===== config.mk =====
export PLATFORM = sky130hd
export DESIGN_NAME = mem_bus_arbiter_flat
export DESIGN_NICKNAME = d
export VERILOG_FILES = /design/src/rtl/riscv_bus_pkg.sv /design/src/rtl/mem_bus_arbiter_if.sv /design/src/rtl/mem_bus_arbiter_tag_fifo.sv /design/src/rtl/mem_bus_arbiter.sv /design/src/flat_wrapper.sv
export SDC_FILE = /design/constraint.sdc
export NUM_CORES = 1
export LEC_CHECK = 0
export CAP_MARGIN = 20
export CORE_AREA = 2 2 109 111
export DETAILED_ROUTE_END_ITERATION = 7
export DIE_AREA = 0 0 111 113
export HOLD_SLACK_MARGIN = 0.08
export SYNTH_ARGS = -nofsm -noshare
export SYNTH_HDL_FRONTEND = slang
export SYNTH_SLANG_ARGS = --single-unit

===== constraint.sdc =====
create_clock -name clk -period 3.57 [get_ports clk]
set_input_delay 0.357 -clock clk [delete_from_list [all_inputs] [get_ports clk]]
set_output_delay 0.357 -clock clk [all_outputs]
set_load 0.01 [all_outputs]

===== src/rtl/riscv_bus_pkg.sv =====
// rtl/riscv_bus_pkg.sv - shared types for the iBus/dBus memory arbiter
package riscv_bus_pkg;

    typedef enum logic {SRC_I, SRC_D} bus_src_t;

    typedef enum logic [1:0] {SIZE_B, SIZE_H, SIZE_W} bus_size_t;

    typedef enum logic [1:0] {G_IDLE, G_I, G_D} grant_state_t;

endpackage


===== src/rtl/mem_bus_arbiter_if.sv =====
// rtl/mem_bus_arbiter_if.sv - bundle of core-side and memory-side bus signals
interface mem_bus_arbiter_if #(
    parameter int ADDR_W = 32,
    parameter int DATA_W = 32
);
    logic              iBus_cmd_valid;
    logic              iBus_cmd_ready;
    logic [ADDR_W-1:0] iBus_cmd_payload_pc;
    logic              iBus_rsp_ready;
    logic              iBus_rsp_err;
    logic [DATA_W-1:0] iBus_rsp_inst;

    logic              dBus_cmd_valid;
    logic              dBus_cmd_ready;
    logic              dBus_cmd_payload_wr;
    logic [ADDR_W-1:0] dBus_cmd_payload_address;
    logic [DATA_W-1:0] dBus_cmd_payload_data;
    logic [1:0]        dBus_cmd_payload_size;
    logic              dBus_rsp_ready;
    logic              dBus_rsp_err;
    logic [DATA_W-1:0] dBus_rsp_data;

    logic              mem_cmd_valid;
    logic              mem_cmd_ready;
    logic              mem_cmd_wr;
    logic [ADDR_W-1:0] mem_cmd_addr;
    logic [DATA_W-1:0] mem_cmd_wdata;
    logic [1:0]        mem_cmd_size;
    logic              mem_rsp_valid;
    logic              mem_rsp_err;
    logic [DATA_W-1:0] mem_rsp_data;

    logic              stray_rsp;

    // Arbiter side
    modport master (
        input  iBus_cmd_valid, iBus_cmd_payload_pc,
        output iBus_cmd_ready, iBus_rsp_ready, iBus_rsp_err, iBus_rsp_inst,
        input  dBus_cmd_valid, dBus_cmd_payload_wr, dBus_cmd_payload_address,
        input  dBus_cmd_payload_data, dBus_cmd_payload_size,
        output dBus_cmd_ready, dBus_rsp_ready, dBus_rsp_err, dBus_rsp_data,
        output mem_cmd_valid, mem_cmd_wr, mem_cmd_addr, mem_cmd_wdata, mem_cmd_size,
        input  mem_cmd_ready, mem_rsp_valid, mem_rsp_err, mem_rsp_data,
        output stray_rsp
    );

    // Core and memory side
    modport slave (
        output iBus_cmd_valid, iBus_cmd_payload_pc,
        input  iBus_cmd_ready, iBus_rsp_ready, iBus_rsp_err, iBus_rsp_inst,
        output dBus_cmd_valid, dBus_cmd_payload_wr, dBus_cmd_payload_address,
        output dBus_cmd_payload_data, dBus_cmd_payload_size,
        input  dBus_cmd_ready, dBus_rsp_ready, dBus_rsp_err, dBus_rsp_data,
        input  mem_cmd_valid, mem_cmd_wr, mem_cmd_addr, mem_cmd_wdata, mem_cmd_size,
        output mem_cmd_ready, mem_rsp_valid, mem_rsp_err, mem_rsp_data,
        input  stray_rsp
    );

endinterface


===== src/rtl/mem_bus_arbiter_tag_fifo.sv =====
// rtl/mem_bus_arbiter_tag_fifo.sv - in-order FIFO of 1-bit source tags
module tag_fifo #(
    parameter int DEPTH = 4
) (
    input  logic clk,
    input  logic rstf,
    input  logic push,
    input  logic push_src,
    input  logic pop,
    output logic full,
    output logic empty,
    output logic head
);
    localparam int PTR_W = $clog2(DEPTH);

    logic [DEPTH-1:0] tags;
    logic [PTR_W-1:0] wr_ptr;
    logic [PTR_W-1:0] rd_ptr;
    logic [PTR_W:0]   count;
    logic             push_ok;
    logic             pop_ok;

    assign full    = (count == (PTR_W+1)'(DEPTH));
    assign empty   = (count == '0);
    assign head    = tags[rd_ptr];
    assign push_ok = push & ~full;
    assign pop_ok  = pop & ~empty;

    always_ff @(posedge clk) begin
        if (push_ok) begin
            tags[wr_ptr] <= push_src;
        end
    end

    // Pointers wrap naturally because DEPTH is a power of two
    always_ff @(posedge clk or negedge rstf) begin
        if (!rstf) begin
            wr_ptr <= '0;
            rd_ptr <= '0;
            count  <= '0;
        end else begin
            if (push_ok) begin
                wr_ptr <= wr_ptr + 1'b1;
            end
            if (pop_ok) begin
                rd_ptr <= rd_ptr + 1'b1;
            end
            case ({push_ok, pop_ok})
                2'b10:   count <= count + 1'b1;
                2'b01:   count <= count - 1'b1;
                default: count <= count;
            endcase
        end
    end

endmodule


===== src/rtl/mem_bus_arbiter.sv =====
// rtl/mem_bus_arbiter.sv - round-robin iBus/dBus arbiter onto one memory port
module mem_bus_arbiter
    import riscv_bus_pkg::*;
#(
    parameter int ADDR_W          = 32,
    parameter int DATA_W          = 32,
    parameter int MAX_OUTSTANDING = 4
) (
    input  logic              clk,
    input  logic              rstf,
    mem_bus_arbiter_if.master bus
);
    grant_state_t state;
    bus_src_t     last_src;
    bus_src_t     sel_src;
    bus_src_t     head_src;
    logic         cmd_valid;
    logic         accept;
    logic         rsp_fire;
    logic         fifo_full;
    logic         fifo_empty;
    logic         fifo_head;
    logic         stray_q;

    // Full comes from the registered count, so a same-cycle pop never frees a slot
    always_comb begin
        sel_src   = SRC_I;
        cmd_valid = 1'b0;
        case (state)
            G_I: begin
                sel_src   = SRC_I;
                cmd_valid = bus.iBus_cmd_valid;
            end
            G_D: begin
                sel_src   = SRC_D;
                cmd_valid = bus.dBus_cmd_valid;
            end
            default: begin
                if (!fifo_full) begin
                    if (bus.iBus_cmd_valid && bus.dBus_cmd_valid) begin
                        sel_src = (last_src == SRC_I) ? SRC_D : SRC_I;
                    end else if (bus.dBus_cmd_valid) begin
                        sel_src = SRC_D;
                    end
                    cmd_valid = bus.iBus_cmd_valid | bus.dBus_cmd_valid;
                end
            end
        endcase
    end

    assign bus.mem_cmd_valid  = cmd_valid & rstf;
    assign accept             = bus.mem_cmd_valid & bus.mem_cmd_ready;
    assign bus.iBus_cmd_ready = accept & (sel_src == SRC_I);
    assign bus.dBus_cmd_ready = accept & (sel_src == SRC_D);

    always_comb begin
        bus.mem_cmd_wr    = 1'b0;
        bus.mem_cmd_addr  = bus.iBus_cmd_payload_pc;
        bus.mem_cmd_wdata = '0;
        bus.mem_cmd_size  = SIZE_W;
        if (sel_src == SRC_D) begin
            bus.mem_cmd_wr    = bus.dBus_cmd_payload_wr;
            bus.mem_cmd_addr  = bus.dBus_cmd_payload_address;
            bus.mem_cmd_wdata = bus.dBus_cmd_payload_data;
            bus.mem_cmd_size  = bus.dBus_cmd_payload_size;
        end
    end

    // A locked requester that drops valid falls back to idle without a tag
    always_ff @(posedge clk or negedge rstf) begin
        if (!rstf) begin
            state    <= G_IDLE;
            last_src <= SRC_D;
        end else if (accept) begin
            state    <= G_IDLE;
            last_src <= sel_src;
        end else if (cmd_valid) begin
            state <= (sel_src == SRC_I) ? G_I : G_D;
        end else begin
            state <= G_IDLE;
        end
    end

    tag_fifo #(
        .DEPTH (MAX_OUTSTANDING)
    ) u_tag_fifo (
        .clk      (clk),
        .rstf     (rstf),
        .push     (accept),
        .push_src (sel_src),
        .pop      (rsp_fire),
        .full     (fifo_full),
        .empty    (fifo_empty),
        .head     (fifo_head)
    );

    assign head_src           = bus_src_t'(fifo_head);
    assign rsp_fire           = bus.mem_rsp_valid & ~fifo_empty & rstf;
    assign bus.iBus_rsp_ready = rsp_fire & (head_src == SRC_I);
    assign bus.dBus_rsp_ready = rsp_fire & (head_src == SRC_D);
    assign bus.iBus_rsp_err   = bus.iBus_rsp_ready & bus.mem_rsp_err;
    assign bus.dBus_rsp_err   = bus.dBus_rsp_ready & bus.mem_rsp_err;
    assign bus.iBus_rsp_inst  = rstf ? bus.mem_rsp_data : '0;
    assign bus.dBus_rsp_data  = rstf ? bus.mem_rsp_data : '0;

    always_ff @(posedge clk or negedge rstf) begin
        if (!rstf) begin
            stray_q <= 1'b0;
        end else if (bus.mem_rsp_valid && fifo_empty) begin
            stray_q <= 1'b1;
        end
    end

    assign bus.stray_rsp = stray_q;

    a_lock_i_held: assert property (@(posedge clk) disable iff (!rstf)
        (state == G_I) |-> bus.iBus_cmd_valid);
    a_lock_d_held: assert property (@(posedge clk) disable iff (!rstf)
        (state == G_D) |-> bus.dBus_cmd_valid);

endmodule


===== src/flat_wrapper.sv =====
// flat-port wrapper written by rule: the top's interface ports become plain ports
module mem_bus_arbiter_flat import riscv_bus_pkg::*;
#(
    parameter int ADDR_W          = 32,
    parameter int DATA_W          = 32,
    parameter int MAX_OUTSTANDING = 4
)
  (clk, rstf, bus_iBus_cmd_valid, bus_iBus_cmd_payload_pc, bus_iBus_cmd_ready, bus_iBus_rsp_ready, bus_iBus_rsp_err, bus_iBus_rsp_inst, bus_dBus_cmd_valid, bus_dBus_cmd_payload_wr, bus_dBus_cmd_payload_address, bus_dBus_cmd_payload_data, bus_dBus_cmd_payload_size, bus_dBus_cmd_ready, bus_dBus_rsp_ready, bus_dBus_rsp_err, bus_dBus_rsp_data, bus_mem_cmd_valid, bus_mem_cmd_wr, bus_mem_cmd_addr, bus_mem_cmd_wdata, bus_mem_cmd_size, bus_mem_cmd_ready, bus_mem_rsp_valid, bus_mem_rsp_err, bus_mem_rsp_data, bus_stray_rsp);
  mem_bus_arbiter_if #(.ADDR_W(ADDR_W), .DATA_W(DATA_W)) bus_i ();
  input  logic clk;
  input  logic rstf;
  input wire logic [$bits(bus_i.iBus_cmd_valid)-1:0] bus_iBus_cmd_valid;
  input wire logic [$bits(bus_i.iBus_cmd_payload_pc)-1:0] bus_iBus_cmd_payload_pc;
  output wire logic [$bits(bus_i.iBus_cmd_ready)-1:0] bus_iBus_cmd_ready;
  output wire logic [$bits(bus_i.iBus_rsp_ready)-1:0] bus_iBus_rsp_ready;
  output wire logic [$bits(bus_i.iBus_rsp_err)-1:0] bus_iBus_rsp_err;
  output wire logic [$bits(bus_i.iBus_rsp_inst)-1:0] bus_iBus_rsp_inst;
  input wire logic [$bits(bus_i.dBus_cmd_valid)-1:0] bus_dBus_cmd_valid;
  input wire logic [$bits(bus_i.dBus_cmd_payload_wr)-1:0] bus_dBus_cmd_payload_wr;
  input wire logic [$bits(bus_i.dBus_cmd_payload_address)-1:0] bus_dBus_cmd_payload_address;
  input wire logic [$bits(bus_i.dBus_cmd_payload_data)-1:0] bus_dBus_cmd_payload_data;
  input wire logic [$bits(bus_i.dBus_cmd_payload_size)-1:0] bus_dBus_cmd_payload_size;
  output wire logic [$bits(bus_i.dBus_cmd_ready)-1:0] bus_dBus_cmd_ready;
  output wire logic [$bits(bus_i.dBus_rsp_ready)-1:0] bus_dBus_rsp_ready;
  output wire logic [$bits(bus_i.dBus_rsp_err)-1:0] bus_dBus_rsp_err;
  output wire logic [$bits(bus_i.dBus_rsp_data)-1:0] bus_dBus_rsp_data;
  output wire logic [$bits(bus_i.mem_cmd_valid)-1:0] bus_mem_cmd_valid;
  output wire logic [$bits(bus_i.mem_cmd_wr)-1:0] bus_mem_cmd_wr;
  output wire logic [$bits(bus_i.mem_cmd_addr)-1:0] bus_mem_cmd_addr;
  output wire logic [$bits(bus_i.mem_cmd_wdata)-1:0] bus_mem_cmd_wdata;
  output wire logic [$bits(bus_i.mem_cmd_size)-1:0] bus_mem_cmd_size;
  input wire logic [$bits(bus_i.mem_cmd_ready)-1:0] bus_mem_cmd_ready;
  input wire logic [$bits(bus_i.mem_rsp_valid)-1:0] bus_mem_rsp_valid;
  input wire logic [$bits(bus_i.mem_rsp_err)-1:0] bus_mem_rsp_err;
  input wire logic [$bits(bus_i.mem_rsp_data)-1:0] bus_mem_rsp_data;
  output wire logic [$bits(bus_i.stray_rsp)-1:0] bus_stray_rsp;
  assign bus_i.iBus_cmd_valid = bus_iBus_cmd_valid;
  assign bus_i.iBus_cmd_payload_pc = bus_iBus_cmd_payload_pc;
  assign bus_iBus_cmd_ready = bus_i.iBus_cmd_ready;
  assign bus_iBus_rsp_ready = bus_i.iBus_rsp_ready;
  assign bus_iBus_rsp_err = bus_i.iBus_rsp_err;
  assign bus_iBus_rsp_inst = bus_i.iBus_rsp_inst;
  assign bus_i.dBus_cmd_valid = bus_dBus_cmd_valid;
  assign bus_i.dBus_cmd_payload_wr = bus_dBus_cmd_payload_wr;
  assign bus_i.dBus_cmd_payload_address = bus_dBus_cmd_payload_address;
  assign bus_i.dBus_cmd_payload_data = bus_dBus_cmd_payload_data;
  assign bus_i.dBus_cmd_payload_size = bus_dBus_cmd_payload_size;
  assign bus_dBus_cmd_ready = bus_i.dBus_cmd_ready;
  assign bus_dBus_rsp_ready = bus_i.dBus_rsp_ready;
  assign bus_dBus_rsp_err = bus_i.dBus_rsp_err;
  assign bus_dBus_rsp_data = bus_i.dBus_rsp_data;
  assign bus_mem_cmd_valid = bus_i.mem_cmd_valid;
  assign bus_mem_cmd_wr = bus_i.mem_cmd_wr;
  assign bus_mem_cmd_addr = bus_i.mem_cmd_addr;
  assign bus_mem_cmd_wdata = bus_i.mem_cmd_wdata;
  assign bus_mem_cmd_size = bus_i.mem_cmd_size;
  assign bus_i.mem_cmd_ready = bus_mem_cmd_ready;
  assign bus_i.mem_rsp_valid = bus_mem_rsp_valid;
  assign bus_i.mem_rsp_err = bus_mem_rsp_err;
  assign bus_i.mem_rsp_data = bus_mem_rsp_data;
  assign bus_stray_rsp = bus_i.stray_rsp;
  mem_bus_arbiter #(.ADDR_W(ADDR_W), .DATA_W(DATA_W), .MAX_OUTSTANDING(MAX_OUTSTANDING)) u_core (.clk(clk), .rstf(rstf), .bus(bus_i));
endmodule

* Yosys cells after proc, flatten, opt, wreduce, memory -nomap -nowiden
Index checks and enable logic that the tools add are counted.
** Word-level totals
- Flip-flop bits (word level) :: 15
- Bits of input ports :: 138
- Logic and storage cells :: 62
** Operators by class
- Add/subtract/negate cells :: 4
- Magnitude comparators :: 3
- Equality and inequality tests :: 5
- Multiplexer cells :: 21
- Bitwise logic cells :: 17
- Reductions and logical operators :: 5
** Operators with widths (number)
- 2-to-1 mux 32 bit :: 3
- bitwise AND 1 bit :: 12
- 2-to-1 mux 1 bit :: 8
- 2-to-1 mux 2 bit :: 4
- less-than comparator 2 x 3 -> 1 bit (second input constant) :: 2
- one-hot mux 3 bit (2 select lines) :: 1
- adder 2 x 1 -> 2 bit (second input constant) :: 2
- bitwise mux 4 bit :: 1
- == test 2 x 1 -> 1 bit (second input constant) :: 2
- == test 2 bit (second input constant) :: 2
- NOT 1 bit :: 4
- one-hot mux 1 bit (2 select lines) :: 2
- adder 3 x 1 -> 3 bit (second input constant) :: 1
- == test 3 bit (second input constant) :: 1
- logical AND 1 bit :: 3
- zero test 3 bit :: 1
- subtractor 3 x 1 -> 3 bit (second input constant) :: 1
- binary-select mux 1 bit (select 2 bit) :: 1
- demux 1 bit (select 2 bit) :: 1
- greater-or-equal comparator 2 x 1 -> 1 bit (second input constant) :: 1
- nonzero test 2 bit :: 1
- OR 1 bit :: 1

* Depth between registers and ports, before layout
- Depth in word-level cells :: 8
- Mapped depth :: 11

* Hierarchy
Synthesis repeated with hierarchy kept, for this count alone.
** Unflattened totals
- Cell total of the unflattened synthesis :: 218
- Area total of the unflattened synthesis :: 2018.2 um^2
** By module, submodules not included
- mem_bus_arbiter :: instances 1, cells an instance 176, area each 1435.1 um^2, sequential area each 101.3 um^2
- tag_fifo :: instances 1, cells an instance 42, area each 583.1 um^2, sequential area each 295.3 um^2

* Worst setup path before layout
Ideal clock, no wire load.
- Path type :: register to register
- Start point :: register u_core.state[0]
- End point :: register u_core.u_tag_fifo.count[1]
- Library setup time :: 0.083 ns
- Data arrival time :: 2.351 ns
- Path slack :: 1.136 ns
- Stages on the path, launching flop included :: 10
- Buffers on the path :: 0
- Period minus slack after synthesis :: 2.434 ns
- Cells stage by stage :: dfrtp_1 -> inv_1 -> ha_1 -> o21ai_0 -> a221oi_1 -> inv_1 -> ha_1 -> inv_1 -> fa_1 -> o21ai_0
** Between the ends
- Longest elaborated chain between the ends :: 7
- Elaborated cells on any way between the ends :: 10
- Those cells by class :: 4 x eq/ne; 2 x mux; 3 x bitwise; 1 x reduce/logical
** Ends and longest elaborated chain
- start: declaration :: line mem_bus_arbiter.sv:13 : grant_state_t state;
- start signal: assignment :: line mem_bus_arbiter.sv:78 : state <= (sel_src == SRC_I) ? G_I : G_D;
- == test 2 bit / == test 2 x 1 -> 1 bit (equally long branches) :: line mem_bus_arbiter.sv:29 : case (state)
- one-hot mux 1 bit (2 select lines) * :: line mem_bus_arbiter.sv:29
- bitwise AND 1 bit * :: line mem_bus_arbiter.sv:51 : assign bus.mem_cmd_valid = cmd_valid & rstf;
- bitwise AND 1 bit * :: line mem_bus_arbiter.sv:52 : assign accept = bus.mem_cmd_valid & bus.mem_cmd_ready;
- bitwise AND 1 bit * :: line mem_bus_arbiter_tag_fifo.sv:26 : assign push_ok = push & ~full;
- == test 2 x 1 -> 1 bit / == test 2 bit (equally long branches) :: line mem_bus_arbiter_tag_fifo.sv:48 : case ({push_ok, pop_ok})
- one-hot mux 3 bit (2 select lines) / nonzero test 2 bit (equally long branches)
- end signal: assignment :: line mem_bus_arbiter_tag_fifo.sv:49 : 2'b10: count <= count + 1'b1;
- end signal: assignment :: line mem_bus_arbiter_tag_fifo.sv:50 : 2'b01: count <= count - 1'b1;
- end signal: assignment :: line mem_bus_arbiter_tag_fifo.sv:51 : default: count <= count;
- end: declaration :: line mem_bus_arbiter_tag_fifo.sv:19 : logic [PTR_W:0] count;
Mark *: on every way between the ends. The rest lies on a longest branch, timed or not.
A chain may end at the register's enable or synchronous reset.

* Worst setup path in the final report
- Start point :: register u_core.u_tag_fifo.count[0]
- End point :: output bus_mem_cmd_addr[3]
** Between the ends
- Longest elaborated chain between the ends :: 4
** Ends and longest elaborated chain
- == test 3 bit :: line mem_bus_arbiter_tag_fifo.sv:23 : assign full = (count == (PTR_W+1)'(DEPTH));
- 2-to-1 mux 1 bit :: line mem_bus_arbiter.sv:39 : if (!fifo_full) begin
- one-hot mux 1 bit (2 select lines) :: line mem_bus_arbiter.sv:29
- 2-to-1 mux 32 bit :: line mem_bus_arbiter.sv:61 : if (sel_src == SRC_D) begin
- end: declaration :: line flat_wrapper.sv:29 : output wire logic [$bits(bus_i.mem_cmd_addr)-1:0] bus_mem_cmd_addr;
No other way between the ends.

==> results.py <==
metrics = {
    "global_route": {
        "grt_usage_pct": 12.78,
        "grt_pass1_wl_um": 12830,
        "gr-total-overflow": 0,
        "grt_antenna_before_repair": 0,
        "first_global_vias": 2408,
        "grt_max_degree": 43,
    },
    "logic_synthesis": {
        "yosys_warnings": 0,
        "ys_top_cells_by_count": "and2_1 (64), mux2_2 (34), buf_4 (32)",
        "ys_ff_latch": 15,
        "synth.top_cells.by_area": "and2_1 (20%), mux2_2 (19%), dfrtp_1 (13%)",
        "synth_top_cell_by_area": "and2_1",
        "postSynthAreaPerCell_um2": 9.183,
        "ys_seq_area_share_pct": 20.09,
        "synth.distinct_cells": 31,
        "postSynthCellCount": 215,
        "ys.flop_type": "dfrtp_1",
        "synth_edf_count": 4,
        "async_reset_ff_share_pct": 73.33,
        "syn_nets": 361,
        "synth_top_area_share_pct": 20.28,
        "synth.most_common_cell": "and2_1",
        "mappedNetlistArea_mm2": 0.001974,
    },
    "timing": {
        "hold_viol_final": 0,
        "finalCriticalPeriod_ns": 3.057,
        "fin_setup_tns_ns": 0,
        "rsz0062_at_grt": "no",
        "drv_slew": 0,
        "worst_pin_slew_ns": 0.4523,
        "clock_skew_ns": 0.002112,
        "report.final.setup_viol": 0,
        "period_share_pct": 85.64,
        "clock.fmax_mhz": 327.1,
        "slew_headroom_pct": 69.66,
    },
    "route": {
        "drt_iter0_drc": 49,
        "wire_per_inst_um": 14.79,
        "via_count": 2376,
        "drc_errors": 0,
        "firstDrtPassIters": 4,
        "ant_nets": 0,
        "via_per_inst": 3.953,
        "routed_wl_um": 8888,
    },
    "die": {
        "pin_count": 277,
        "core_area_mm2": 0.01127,
        "fp.dieW_um": 111,
        "die_area_mm2": 0.01254,
        "die_h_um": 113,
        "start_util_pct": 17.52,
        "placementRows": 39,
    },
    "cts": {
        "clk_path_buf_depth": 2,
        "cts_sinks": 15,
        "cts_buffers": 3,
        "post_cts_resize_count": 0,
        "post_cts.repair.setup_buffers": 0,
        "tritoncts": "done",
        "ctsHoldBuffers": 0,
        "cts_max_level": 1,
        "clock_latency_ns": 0.24,
        "root_buffer": "clkbuf_16",
        "clk_pin_slew_ns": 0.05,
    },
    "cells_and_area": {
        "nets": 605,
        "post-route-util_pct": 41.85,
        "syn_to_final_growth_pct": 138.9,
        "n_antenna_cell": 0,
        "layout-drive-gt1-share_pct": 12.23,
    },
    "setup_path": {
        "r2r_cells": 12,
        "crit_start": "u_core.u_tag_fifo.count[0]",
        "cp-start-kind": "flip-flop",
        "worstSetupPathType": "reg2out",
        "crit_path_max_fanout": 21,
        "end_kind": "primary output",
        "cp.arrival_ns": 2.70,
        "r2r_end": "u_core.u_tag_fifo.count[2]",
        "timing.rr.start": "u_core.state[0]",
        "cp.required_ns": 3.21,
        "worstSetupEndpoint": "bus_mem_cmd_addr[3]",
        "rrSetupSlack_ns": 1.01,
    },
    "placed_design": {
        "hpwl_um": 8047,
        "place_congestion": 0.8712,
        "port_buffers": 276,
    },
    "pwr": {
        "leakage_nw": 1.817,
        "ir_drop_v": 0.0002199,
        "pwr_density_cell_mw_per_mm2": 506.6,
        "power_mw": 2.390,
    },
    "run": {
        "drv_cap": 0,
    },
    "hold_path": {
        "hold-path-cell-count": 1,
        "hp-class": "reg2reg",
    },
    "status": {
        "outcome": "complete, no violations",
    },
}
final cells by class:
| type | count | area (um^2) |
|---|---|---|
| clock buffers | 4 | 78.83 |
| fillers | 1147 | 6555 |
| inverters | 9 | 36.28 |
| multi-input cells | 149 | 1226 |
| flip-flops and latches | 15 | 396.6 |
| well taps | 143 | 178.9 |
| repair buffers | 281 | 2800 |
registers in the layout, indices dropped and copies added (netlist names):
register                  flops
u_core.last_src               1
u_core.u_tag_fifo.wr_ptr      2
u_core.u_tag_fifo.rd_ptr      2
u_core.state                  2
u_core.bus.stray_rsp          1
u_core.u_tag_fifo.count       3
u_core.u_tag_fifo.tags        4
cells by family after synthesis:
| group | count (synthesis) | share of synthesized area, % |
|---|---|---|
| AOI/OAI and AO/OA | 9 | 4.119 |
| xor gates and xnor gates | 6 | 2.662 |
| adders and majority gates | 8 | 5.450 |
| buffers and inverters | 51 | 17.81 |
| DFF | 15 | 20.09 |
| muxes | 35 | 20.53 |
| and+or+nand+nor | 91 | 29.34 |
worst max-delay path, stage by stage, from the launching register on:
cell	delay [ns]
dfrtp_1	0.45
or3b_1	0.43
a41oi_4	0.36
buf_4	0.34
mux2_2	0.37
clkdlybuf4s50_1	0.50
power breakdown:
| part | leakage (nW) | internal [mW] | total, mW | switching [mW] |
|---|---|---|---|---|
| logic | 1.61 | 1.11 | 1.85 | 0.745 |
| clock network | 0.0382 | 0.151 | 0.216 | 0.0652 |
| registers | 0.165 | 0.255 | 0.319 | 0.0639 |
| total | 1.82 | 1.52 | 2.39 | 0.874 |
per-stage QoR:
| stage | instance area (um^2) | worst slack [ns] | std cells | hold WS (ns) |
|---|---|---|---|---|
| floorplan | 1974 | 1.136 | 215 | 0.06141 |
| global placement | 4638 | 0.6829 | 597 | 0.4452 |
| detailed placement | 4638 | 0.6830 | 597 | 0.4574 |
| CTS | 4717 | 0.4868 | 601 | 0.4652 |
| global route | 4717 | 0.3957 | 601 | 0.4735 |
| finish | 4717 | 0.5128 | 601 | 0.4583 |
worst min-delay path by stage:
stage,start,to
after detailed placement,u_core.bus.stray_rsp,u_core.bus.stray_rsp
after floorplan,rstf,u_core.bus.stray_rsp
final,u_core.bus.stray_rsp,u_core.bus.stray_rsp
after CTS,u_core.bus.stray_rsp,u_core.bus.stray_rsp
after global routing,u_core.bus.stray_rsp,u_core.bus.stray_rsp
after global placement,u_core.bus.stray_rsp,u_core.bus.stray_rsp
cells in the final DEF, fill, tap and decap left out, drive strengths merged, types with 2 or more instances in the layout:
cell	n
and2	74
and3	3
buf	5
clkbuf	4
clkdlybuf4s50	276
dfrtp	10
edfxtp	4
ha	7
inv	9
mux2	34
nand2	5
nor2	3
nor2b	2
o21ai	3
xnor2	3
xor2	3
per-layer routing:
| metal | vias to the layer above | GRT usage (%) | part of all wire, % |
|---|---|---|---|
| met5 | - | 0 | 0 |
| met1 | 1045 | 13.41 | 36 |
| met2 | 162 | 24.70 | 52 |
| met3 | 14 | 3.803 | 10 |
| met4 | 0 | 3.583 | 1.9 |
| li1 | 1155 | - | - |
Power figures use the tool's default switching activity.
